===== src/rtl/requant_ser.sv =====
// Requantising serialiser: takes one wide vector of accumulator words and emits
// one rounded, shifted, saturated channel per beat. It has a single pending slot.
module requant_ser #(
  parameter int OUT_C   = 32,
  parameter int B_WIDTH = 32,
  parameter int Q_WIDTH = 8,
  parameter int SHIFT   = 8,
  parameter int RELU    = 1,
  localparam int CW     = (OUT_C > 1) ? $clog2(OUT_C) : 1
) (
  input  logic                       clk,
  input  logic                       rst,
  input  logic [OUT_C*B_WIDTH-1:0]   aggr_pack,
  input  logic                       aggr_valid,
  input  logic                       clean,
  output logic [Q_WIDTH-1:0]         q_data,
  output logic [CW-1:0]              q_chan,
  output logic                       q_last,
  output logic                       q_valid,
  input  logic                       q_ready,
  output logic                       busy,
  output logic                       overflow
);

  localparam int VW = OUT_C * B_WIDTH;
  localparam logic [CW-1:0] LAST_CH = CW'(OUT_C - 1);
  localparam logic signed [B_WIDTH:0] RND =
    (SHIFT > 0) ? ((B_WIDTH+1)'(1) << ((SHIFT > 0) ? SHIFT - 1 : 0)) : '0;
  localparam logic signed [B_WIDTH:0] QMAX = (B_WIDTH+1)'((64'sd1 <<< (Q_WIDTH - 1)) - 64'sd1);
  localparam logic signed [B_WIDTH:0] QMIN = ~QMAX;

  typedef enum logic {IDLE = 1'b0, SEND = 1'b1} state_t;

  state_t                 state_r, state_n;
  logic [CW-1:0]          ch_r, ch_n;
  logic [VW-1:0]          work_r, work_n;
  logic [VW-1:0]          pend_r, pend_n;
  logic                   pend_full_r, pend_full_n;
  logic                   overflow_r, overflow_n;
  logic [Q_WIDTH-1:0]     q_data_r, q_data_n;
  logic [CW-1:0]          q_chan_r;
  logic                   q_last_r, q_valid_r, busy_r;
  logic                   hs_s, take_s;
  logic [B_WIDTH-1:0]     sel_s;

  // Widened by one bit so the rounding add can never wrap before saturation.
  function automatic logic [Q_WIDTH-1:0] rq(input logic [B_WIDTH-1:0] x);
    logic signed [B_WIDTH:0] v;
    v = {x[B_WIDTH-1], x};
    if ((RELU != 0) && v[B_WIDTH]) begin
      v = '0;
    end else begin
      v = v;
    end
    v = (v + RND) >>> SHIFT;
    if (v > QMAX) begin
      rq = QMAX[Q_WIDTH-1:0];
    end else if (v < QMIN) begin
      rq = QMIN[Q_WIDTH-1:0];
    end else begin
      rq = v[Q_WIDTH-1:0];
    end
  endfunction

  assign hs_s = (state_r == SEND) && q_ready;

  // Next-state: work/pending hand-off, channel stepping, pending fill/drop, flush.
  always_comb begin
    state_n     = state_r;
    ch_n        = ch_r;
    work_n      = work_r;
    pend_n      = pend_r;
    pend_full_n = pend_full_r;
    overflow_n  = overflow_r;
    take_s      = 1'b0;
    case (state_r)
      IDLE: begin
        if (pend_full_r) begin
          work_n      = pend_r;
          pend_full_n = 1'b0;
          ch_n        = '0;
          state_n     = SEND;
        end else if (aggr_valid) begin
          work_n  = aggr_pack;
          ch_n    = '0;
          state_n = SEND;
          take_s  = 1'b1;
        end else begin
          state_n = IDLE;
        end
      end
      SEND: begin
        if (!hs_s) begin
          state_n = SEND;
        end else if (ch_r != LAST_CH) begin
          ch_n = ch_r + CW'(1);
        end else if (pend_full_r) begin
          work_n      = pend_r;
          pend_full_n = 1'b0;
          ch_n        = '0;
        end else if (aggr_valid) begin
          work_n = aggr_pack;
          ch_n   = '0;
          take_s = 1'b1;
        end else begin
          ch_n    = '0;
          state_n = IDLE;
        end
      end
      default: begin
        state_n = IDLE;
        ch_n    = '0;
      end
    endcase
    // Pending may have just emptied into work, so it refills in the same cycle.
    if (aggr_valid && !take_s) begin
      if (!pend_full_n) begin
        pend_n      = aggr_pack;
        pend_full_n = 1'b1;
      end else begin
        overflow_n = 1'b1;
      end
    end else begin
      pend_n = pend_n;
    end
    if (clean) begin
      state_n     = IDLE;
      ch_n        = '0;
      pend_full_n = 1'b0;
      overflow_n  = 1'b0;
    end else begin
      state_n = state_n;
    end
    sel_s    = work_n[int'(ch_n) * B_WIDTH +: B_WIDTH];
    q_data_n = rq(sel_s);
  end

  // State and registered outputs; the beat is precomputed from next-state values.
  always_ff @(posedge clk) begin
    if (rst) begin
      state_r     <= IDLE;
      ch_r        <= '0;
      work_r      <= '0;
      pend_r      <= '0;
      pend_full_r <= 1'b0;
      overflow_r  <= 1'b0;
      q_data_r    <= '0;
      q_chan_r    <= '0;
      q_last_r    <= 1'b0;
      q_valid_r   <= 1'b0;
      busy_r      <= 1'b0;
    end else begin
      state_r     <= state_n;
      ch_r        <= ch_n;
      work_r      <= work_n;
      pend_r      <= pend_n;
      pend_full_r <= pend_full_n;
      overflow_r  <= overflow_n;
      q_data_r    <= q_data_n;
      q_chan_r    <= ch_n;
      q_last_r    <= (ch_n == LAST_CH);
      q_valid_r   <= (state_n == SEND);
      busy_r      <= (state_n == SEND) || pend_full_n;
    end
  end

  assign q_data   = q_data_r;
  assign q_chan   = q_chan_r;
  assign q_last   = q_last_r;
  assign q_valid  = q_valid_r;
  assign busy     = busy_r;
  assign overflow = overflow_r;

endmodule


===== config.mk =====
export PLATFORM = sky130hd
export DESIGN_NAME = requant_ser
export DESIGN_NICKNAME = d
export VERILOG_FILES = /design/src/rtl/requant_ser.sv
export SDC_FILE = /design/constraint.sdc
export NUM_CORES = 2
export LEC_CHECK = 0
export CAP_MARGIN = 10
export CORE_MARGIN = 1
export CORE_UTILIZATION = 36
export CTS_BUF_LIST = sky130_fd_sc_hd__clkbuf_8
export CTS_CLUSTER_SIZE = 24
export DETAILED_ROUTE_END_ITERATION = 16
export HOLD_SLACK_MARGIN = 0.06
export MAX_ROUTING_LAYER = met4
export SKIP_LAST_GASP = 1
export SLEW_MARGIN = 20
export SYNTH_ARGS = -nofsm -noshare
export SYNTH_HDL_FRONTEND = slang
export SYNTH_SLANG_ARGS = --single-unit

===== constraint.sdc =====
create_clock -name clk -period 8.68 [get_ports clk]
set_input_delay 2.17 -clock clk [delete_from_list [all_inputs] [get_ports clk]]
set_output_delay 2.17 -clock clk [all_outputs]
set_load 0.02 [all_outputs]

Word level (Yosys, flattened, before mapping)
Cells that the tools add are included.
{"block": "word_totals", "regBits": 2066}
{"block": "op_classes", "add_sub_neg": 2, "n_mux": 29, "n_shift": 1, "magnitude_cmp": 2, "bitwise_logic": 2, "n_reduce_logical": 8, "eq_ne": 2}
{"op": "$mux W1024", "n": 4}
{"op": "$pmux W1024 S2", "n": 1}
{"op": "$shiftx A1024 B11 Y32", "n": 1}
{"op": "$add A31 B8 Y32 const B", "n": 1}
{"op": "$mux W31", "n": 1}
{"op": "$lt A25 B8 Y1 const B", "n": 1}
{"op": "$mux W5", "n": 5}
{"op": "$gt A24 B7 Y1 const B", "n": 1}
{"op": "$mux W1", "n": 12}
{"op": "$pmux W5 S2", "n": 1}
{"op": "$mux W8", "n": 1}
{"op": "$mux W7", "n": 1}
{"op": "$pmux W1 S2", "n": 3}
{"op": "$add A5 B1 Y5 const B", "n": 1}
{"op": "$eq A5 B5 Y1 const B", "n": 1}
{"op": "$ne A5 B5 Y1 const B", "n": 1}
{"op": "$reduce_and A2 Y1", "n": 2}
{"op": "$reduce_or A2 Y1", "n": 2}
{"op": "$logic_and A1 B1 Y1", "n": 2}
{"op": "$not A1 Y1", "n": 2}
{"op": "$logic_not A1 Y1", "n": 1}
{"op": "$logic_or A1 B1 Y1", "n": 1}

Logic depth before layout (Yosys ltp)
{"block": "depth", "depth_word": 11, "ltp_mapped": 27, "ltp_nobuf": 19}

Worst setup path before layout
Ideal clock, no wire load.
{"block": "synth_timing", "path_kind": "input-to-reg", "from": "in q_ready", "to": "reg q_data_r[2] (netlist: q_data[2])", "setup_slack_ps": 2370, "t_arrival_ps": 6188, "n_path_buf": 5, "required_time_ps": 8559, "path_stages": 21, "path_cell_list": "buf_4 -> and3b_1 -> o221a_2 -> nor2_2 -> buf_2 -> buf_4 -> buf_2 -> buf_2 -> nor3_1 -> a2111oi_0 -> a21oi_1 -> o211ai_2 -> and2_1 -> ha_1 -> nand3_1 -> nor3_1 -> mux2i_1 -> a21oi_1 -> or4b_1 -> nor2_4 -> a21oi_1"}
{"block": "synth_between", "elab_chain_cells": 10, "word_cells_on_any_way": 13, "classes_between": "1 x add/sub; 2 x order compare; 1 x shift; 8 x mux; 1 x reduce/logical"}
{"element": "start, declared", "line_no": "20", "rtl": "input logic q_ready,"}
{"element": "$logic_and A1 B1 Y1 (*)", "line_no": "65", "rtl": "assign hs_s = (state_r == SEND) && q_ready;"}
{"element": "$mux W5", "line_no": "93", "rtl": "if (!hs_s) begin"}
{"element": "$pmux W5 S2", "line_no": "76", "rtl": "case (state_r)"}
{"element": "$mux W5", "line_no": "126", "rtl": "if (clean) begin"}
{"element": "$shiftx A1024 B11 Y32 (*)", "line_no": "134", "rtl": "sel_s = work_n[int'(ch_n) * B_WIDTH +: B_WIDTH];"}
{"element": "$mux W31 (*)", "line_no": "50", "rtl": "if ((RELU != 0) && v[B_WIDTH]) begin"}
{"element": "$add A31 B8 Y32 (*)", "line_no": "55", "rtl": "v = (v + RND) >>> SHIFT;"}
{"element": "$lt A25 B8 Y1", "line_no": "58", "rtl": "end else if (v < QMIN) begin"}
{"element": "$mux W8", "line_no": "58"}
{"element": "$mux W7 (*)", "line_no": "56", "rtl": "if (v > QMAX) begin"}
{"element": "end signal, assigned", "line_no": "159", "rtl": "q_data_r <= q_data_n;"}
{"element": "end, declared", "line_no": "40", "rtl": "logic [Q_WIDTH-1:0] q_data_r, q_data_n;"}
Every way passes the cells marked *; elsewhere a longest branch is shown, timed or not.
A chain may end at the register's enable or synchronous reset.

Worst setup path in the final report
{"block": "layout_timing", "from": "in q_ready", "to": "reg q_data_r[4] (netlist: q_data[4])"}
Same word-level chain as after synthesis.

==> reports/results.md <==
## Route
* 2 — DRC violation count after routing
* 380400 um — final wirelength
* 0 — antenna-violating nets left
* 83.85k — vias
* 28.62 um — routed wire length per instance
* 13 — Pre-antenna DRT Iters
* 12.25k — violation count after the first detailed-routing iteration
* 6.309 — mean number of vias per cell

## Timing
* 7.501 ns — final worst path period need
* 86.41% — post-route clock period utilization
* 0.08699 ns — Final Skew
* no — RSZ-0062 raised after global routing
* 1.173 ns — worst slew pin tran
* 0 — Fin. Hold Viols
* 0.4499 ns — post-route worst hold slack
* 19.77% — remaining max-slew budget at the tightest pin
* 0 — Max Slew Vio Count
* 133.3 MHz — achievable frequency
* 0 — final count of negative-setup-slack endpoints
* 0 ns — Setup Total Neg Slack
* 1.179 ns — final setup margin

## Synth
* 25.10% — complex-gate fraction of the synthesized area
* sky130_fd_sc_hd__nand2_1, sky130_fd_sc_hd__dfxtp_1, sky130_fd_sc_hd__a21oi_1, sky130_fd_sc_hd__nand3_1, sky130_fd_sc_hd__nor2_1 — most instantiated cells after synthesis
* 75790 um2 — netlist area before placement
* 10.83k — number of nets in the synthesized netlist
* 42.74% — sequential fraction of the synthesis area
* sky130_fd_sc_hd__dfxtp_1 — cell type with the largest total area after synthesis
* sky130_fd_sc_hd__nand2_1 — most repeated cell in the gate-level netlist after synthesis
* compound AO/OA/AOI/OAI gates — main combinational cell family by area after synthesis
* 0.1156% — parity-gate share of the synthesized area counting xor and xnor cells
* 1.189% — share of synthesized area spent on multiplexers
* 0% — Async S/R FF share, synth
* 103 — number of different library cells in the post-synthesis netlist
* 0 — yosys synthesis warning count
* sky130_fd_sc_hd__dfxtp_1, sky130_fd_sc_hd__nand2_1, sky130_fd_sc_hd__a21oi_1 — most area-consuming cells after synthesis
* 1618 — flop and latch count out of synthesis
* 0 — number of enable-type register cells in the synthesized netlist
* 24.27% — Synth Area in Simple Gates
* 0.06604% — adder-cell share of the synthesized area
* 7.733 um2 — synthesized area divided by synthesized cell count
* 42.74% — area share of the largest cell type after synthesis
* sky130_fd_sc_hd__dfxtp_1 — main flop type after synthesis
* 9801 — number of standard cells after synthesis

## Status
* finished with violations — result of the run
* design-rule violations — violated checks

## Cells and area
* 11.19k — total number of nets in the final design
* 13.29k — Cell Count, Final, Fillers Out
* 20.82k — fill cell count
* 44.07% — post-route core utilization
* 7.548% — layout cells sized above 1
* 21.75% — signed area change from the synthesized netlist to the final layout

## Min path
* pend_r[654]$_SDFFE_PP0P_ — endpoint of the worst hold-timing path
* pend_r[654]$_SDFFE_PP0P_ — startpoint of the worst hold path
* flip-flop to flip-flop — type of the most critical hold path
* 2 — cell depth of the worst min-delay path

## Global route
* 44.53% — met1 global-route usage
* 0 — total global routing overflow
* 536700 um — wire length of the first global-routing pass
* 49.74% — fraction of met2 tracks used by global routing
* 8.162% — met3 layer usage reported by global route
* 76.46k — via count of the first global-routing pass
* 35.04% — all-layer global routing usage
* met2 — peak-usage layer in the global routing report
* 129 — antenna violations before repair
* 219 — pin count of the biggest net entering global routing

## Critical path
* pend_full_r$_SDFF_PP0_ — Critical R2R Launch
* input port to flip-flop — CP Class
* clkdlybuf4s50_1 -> a21boi_1 -> o21ai_1 -> a21oi_4 -> buf_4 -> buf_4 -> o221ai_1 -> o22ai_1 -> o2111ai_1 -> o311ai_1 -> and2_1 -> ha_1 -> nand3_1 -> nor3_1 -> mux2i_1 -> a21oi_1 -> or4b_1 -> nor2_4 -> a21oi_1 — list of cells traversed by the critical path
* input port — element type at the critical path start
* q_data[4]$_SDFF_PP0_ — Critical R2R Capture
* 0.72 ns — Largest stage delay, worst path
* sky130_fd_sc_hd__clkdlybuf4s50_1 — Slowest cell on crit path
* 19 — number of cells on the worst reg-to-reg path
* 9.62 ns — required time of the critical path
* 1.90 ns — reg-to-reg setup timing slack
* flip-flop — kind of end point of the critical path
* 13 — critical path peak fanout
* 8.44 ns — data arrival time of the critical path

## Power and ir drop
* 32.40 nW — static leakage
* 0.1898 mV — Worst IR Drop VDD
* 196.1 nW/um2 — power density over the cells

## Clocking
* 0 — number of buffers added for setup after CTS
* 1618 — number of sinks on the clock net
* 0 — number of hold-repair buffers added at the cts stage
* 4 — maximum number of buffers from clock root to sink
* 314 — CTS buffer count
* 0.06 ns — clock-pin slew on the worst setup and hold paths
* 0 — number of gates resized after CTS
* sky130_fd_sc_hd__clkbuf_8 — Clk Tree Root Cell
* 5 — H-tree levels
* 1.12 ns — clk_lat worst skew
* yes — clock tree from TritonCTS

## Die
* 460.8 um — die width
* 1046 — IO Count
* 36.20% — initial core utilization
* 209400 um2 — core area
* 212400 um2 — area enclosed by the die boundary
* 460.8 um — floorplan die height
* 168 — standard-cell row count

## Place
* 821 — number of buffer cells added on primary ports
* 0.3533 ns — placement-stage worst setup slack
* 12.65k — Placed Cells incl. Taps
* 0.9341 — global placer's final weighted congestion
* 244400 um — Post-DP HPWL

## Job
* 0 — maxcap violations

through the flow:
stage / power (mW) / cell area [um2]
finish: 18.10 / 92270
global route: 18.66 / 92230
CTS: 18.07 / 91950
detailed placement: 10.63 / 86020
global placement: 10.57 / 85990
floorplan: 9.453 / 75790
registers in the layout, indices dropped and copies added (netlist names):
signal       cells
q_last           1
overflow         1
busy             1
pend_full_r      1
q_data           8
q_chan           5
work_r         800
pend_r         800
q_valid          1
cell usage in the layout, fill, tap and decap left out, types with 71 or more instances in the layout:
master and n:
sky130_fd_sc_hd__a211oi_1 82, sky130_fd_sc_hd__o21ai_0 465, sky130_fd_sc_hd__a221oi_1 101, sky130_fd_sc_hd__and3_1 214, sky130_fd_sc_hd__a21oi_1 925, sky130_fd_sc_hd__nor3_1 121, sky130_fd_sc_hd__a31oi_1 411, sky130_fd_sc_hd__o221ai_1 91
sky130_fd_sc_hd__o22ai_1 293, sky130_fd_sc_hd__buf_12 83, sky130_fd_sc_hd__clkdlybuf4s50_1 819, sky130_fd_sc_hd__buf_4 172, sky130_fd_sc_hd__nor2_1 621, sky130_fd_sc_hd__nor2b_1 90, sky130_fd_sc_hd__a32o_1 94, sky130_fd_sc_hd__nand4_1 290
sky130_fd_sc_hd__dfxtp_1 1617, sky130_fd_sc_hd__nand3_1 706, sky130_fd_sc_hd__mux2i_1 72, sky130_fd_sc_hd__nand2_1 1766, sky130_fd_sc_hd__inv_1 139, sky130_fd_sc_hd__clkbuf_8 375, sky130_fd_sc_hd__diode_2 126, sky130_fd_sc_hd__and2_1 71
cell type report:
cell class	count	area, um2	area share [%]
Antenna cell	126	315.3	0.3417
Clock buffer	375	5161	5.594
Clock inverter	140	769.5	0.8340
Inverter	37	148.9	0.1614
Multi-Input combinational cell	7114	38790	42.04
Sequential cell	1618	32390	35.11
Tap cell	2805	3510	3.804
Timing Repair Buffer	1076	11180	12.12
critical path: cells and delay by family:
kind	cells	cell delay, ns
adder cells (fa/ha/maj)	1	0.25
multiplexers	1	0.23
AO/OA/AOI/OAI	9	2.69
AND/OR/NAND/NOR	5	1.58
buffers and inverters	3	1.49
power by group:
group,leakage [nW],internal (mW),switching (mW)
clock,3.45,4.08,3.46
sequential,13.2,7.80,0.161
combinational,15.7,0.998,1.60
cell families (layout without fill, tap and decap cells):
kind of cell / after synthesis / after routing
simple gates: 4044 / 4044
xor+xnor: 10 / 10
mux: 85 / 85
buf+inv: 1069 / 1628
other cells: 1 / 127
fa+ha+maj: 4 / 4
flops: 1618 / 1618
compound gates: 2970 / 2970
routing by layer:
metal / vias to the layer above / part of all wire (%)
li1: 36490 / -
met1: 40847 / 40
met2: 5515 / 43
met3: 997 / 11
met4: 0 / 6.5
met5: - / 0
worst max path at each step:
stage | from | slack, ns | cells after the start | to
floorplan | q_ready | 2.37 | 21 | q_data[2]$_SDFF_PP0_
global placement | q_ready | 0.45 | 15 | q_data[6]$_SDFF_PP0_
detailed placement | q_ready | 0.35 | 16 | q_data[4]$_SDFF_PP0_
CTS | q_ready | 1.43 | 16 | q_data[4]$_SDFF_PP0_
global route | q_ready | 1.09 | 19 | q_data[1]$_SDFF_PP0_
finish | q_ready | 1.18 | 19 | q_data[4]$_SDFF_PP0_
Note: power is estimated with default switching activity, not from simulation.
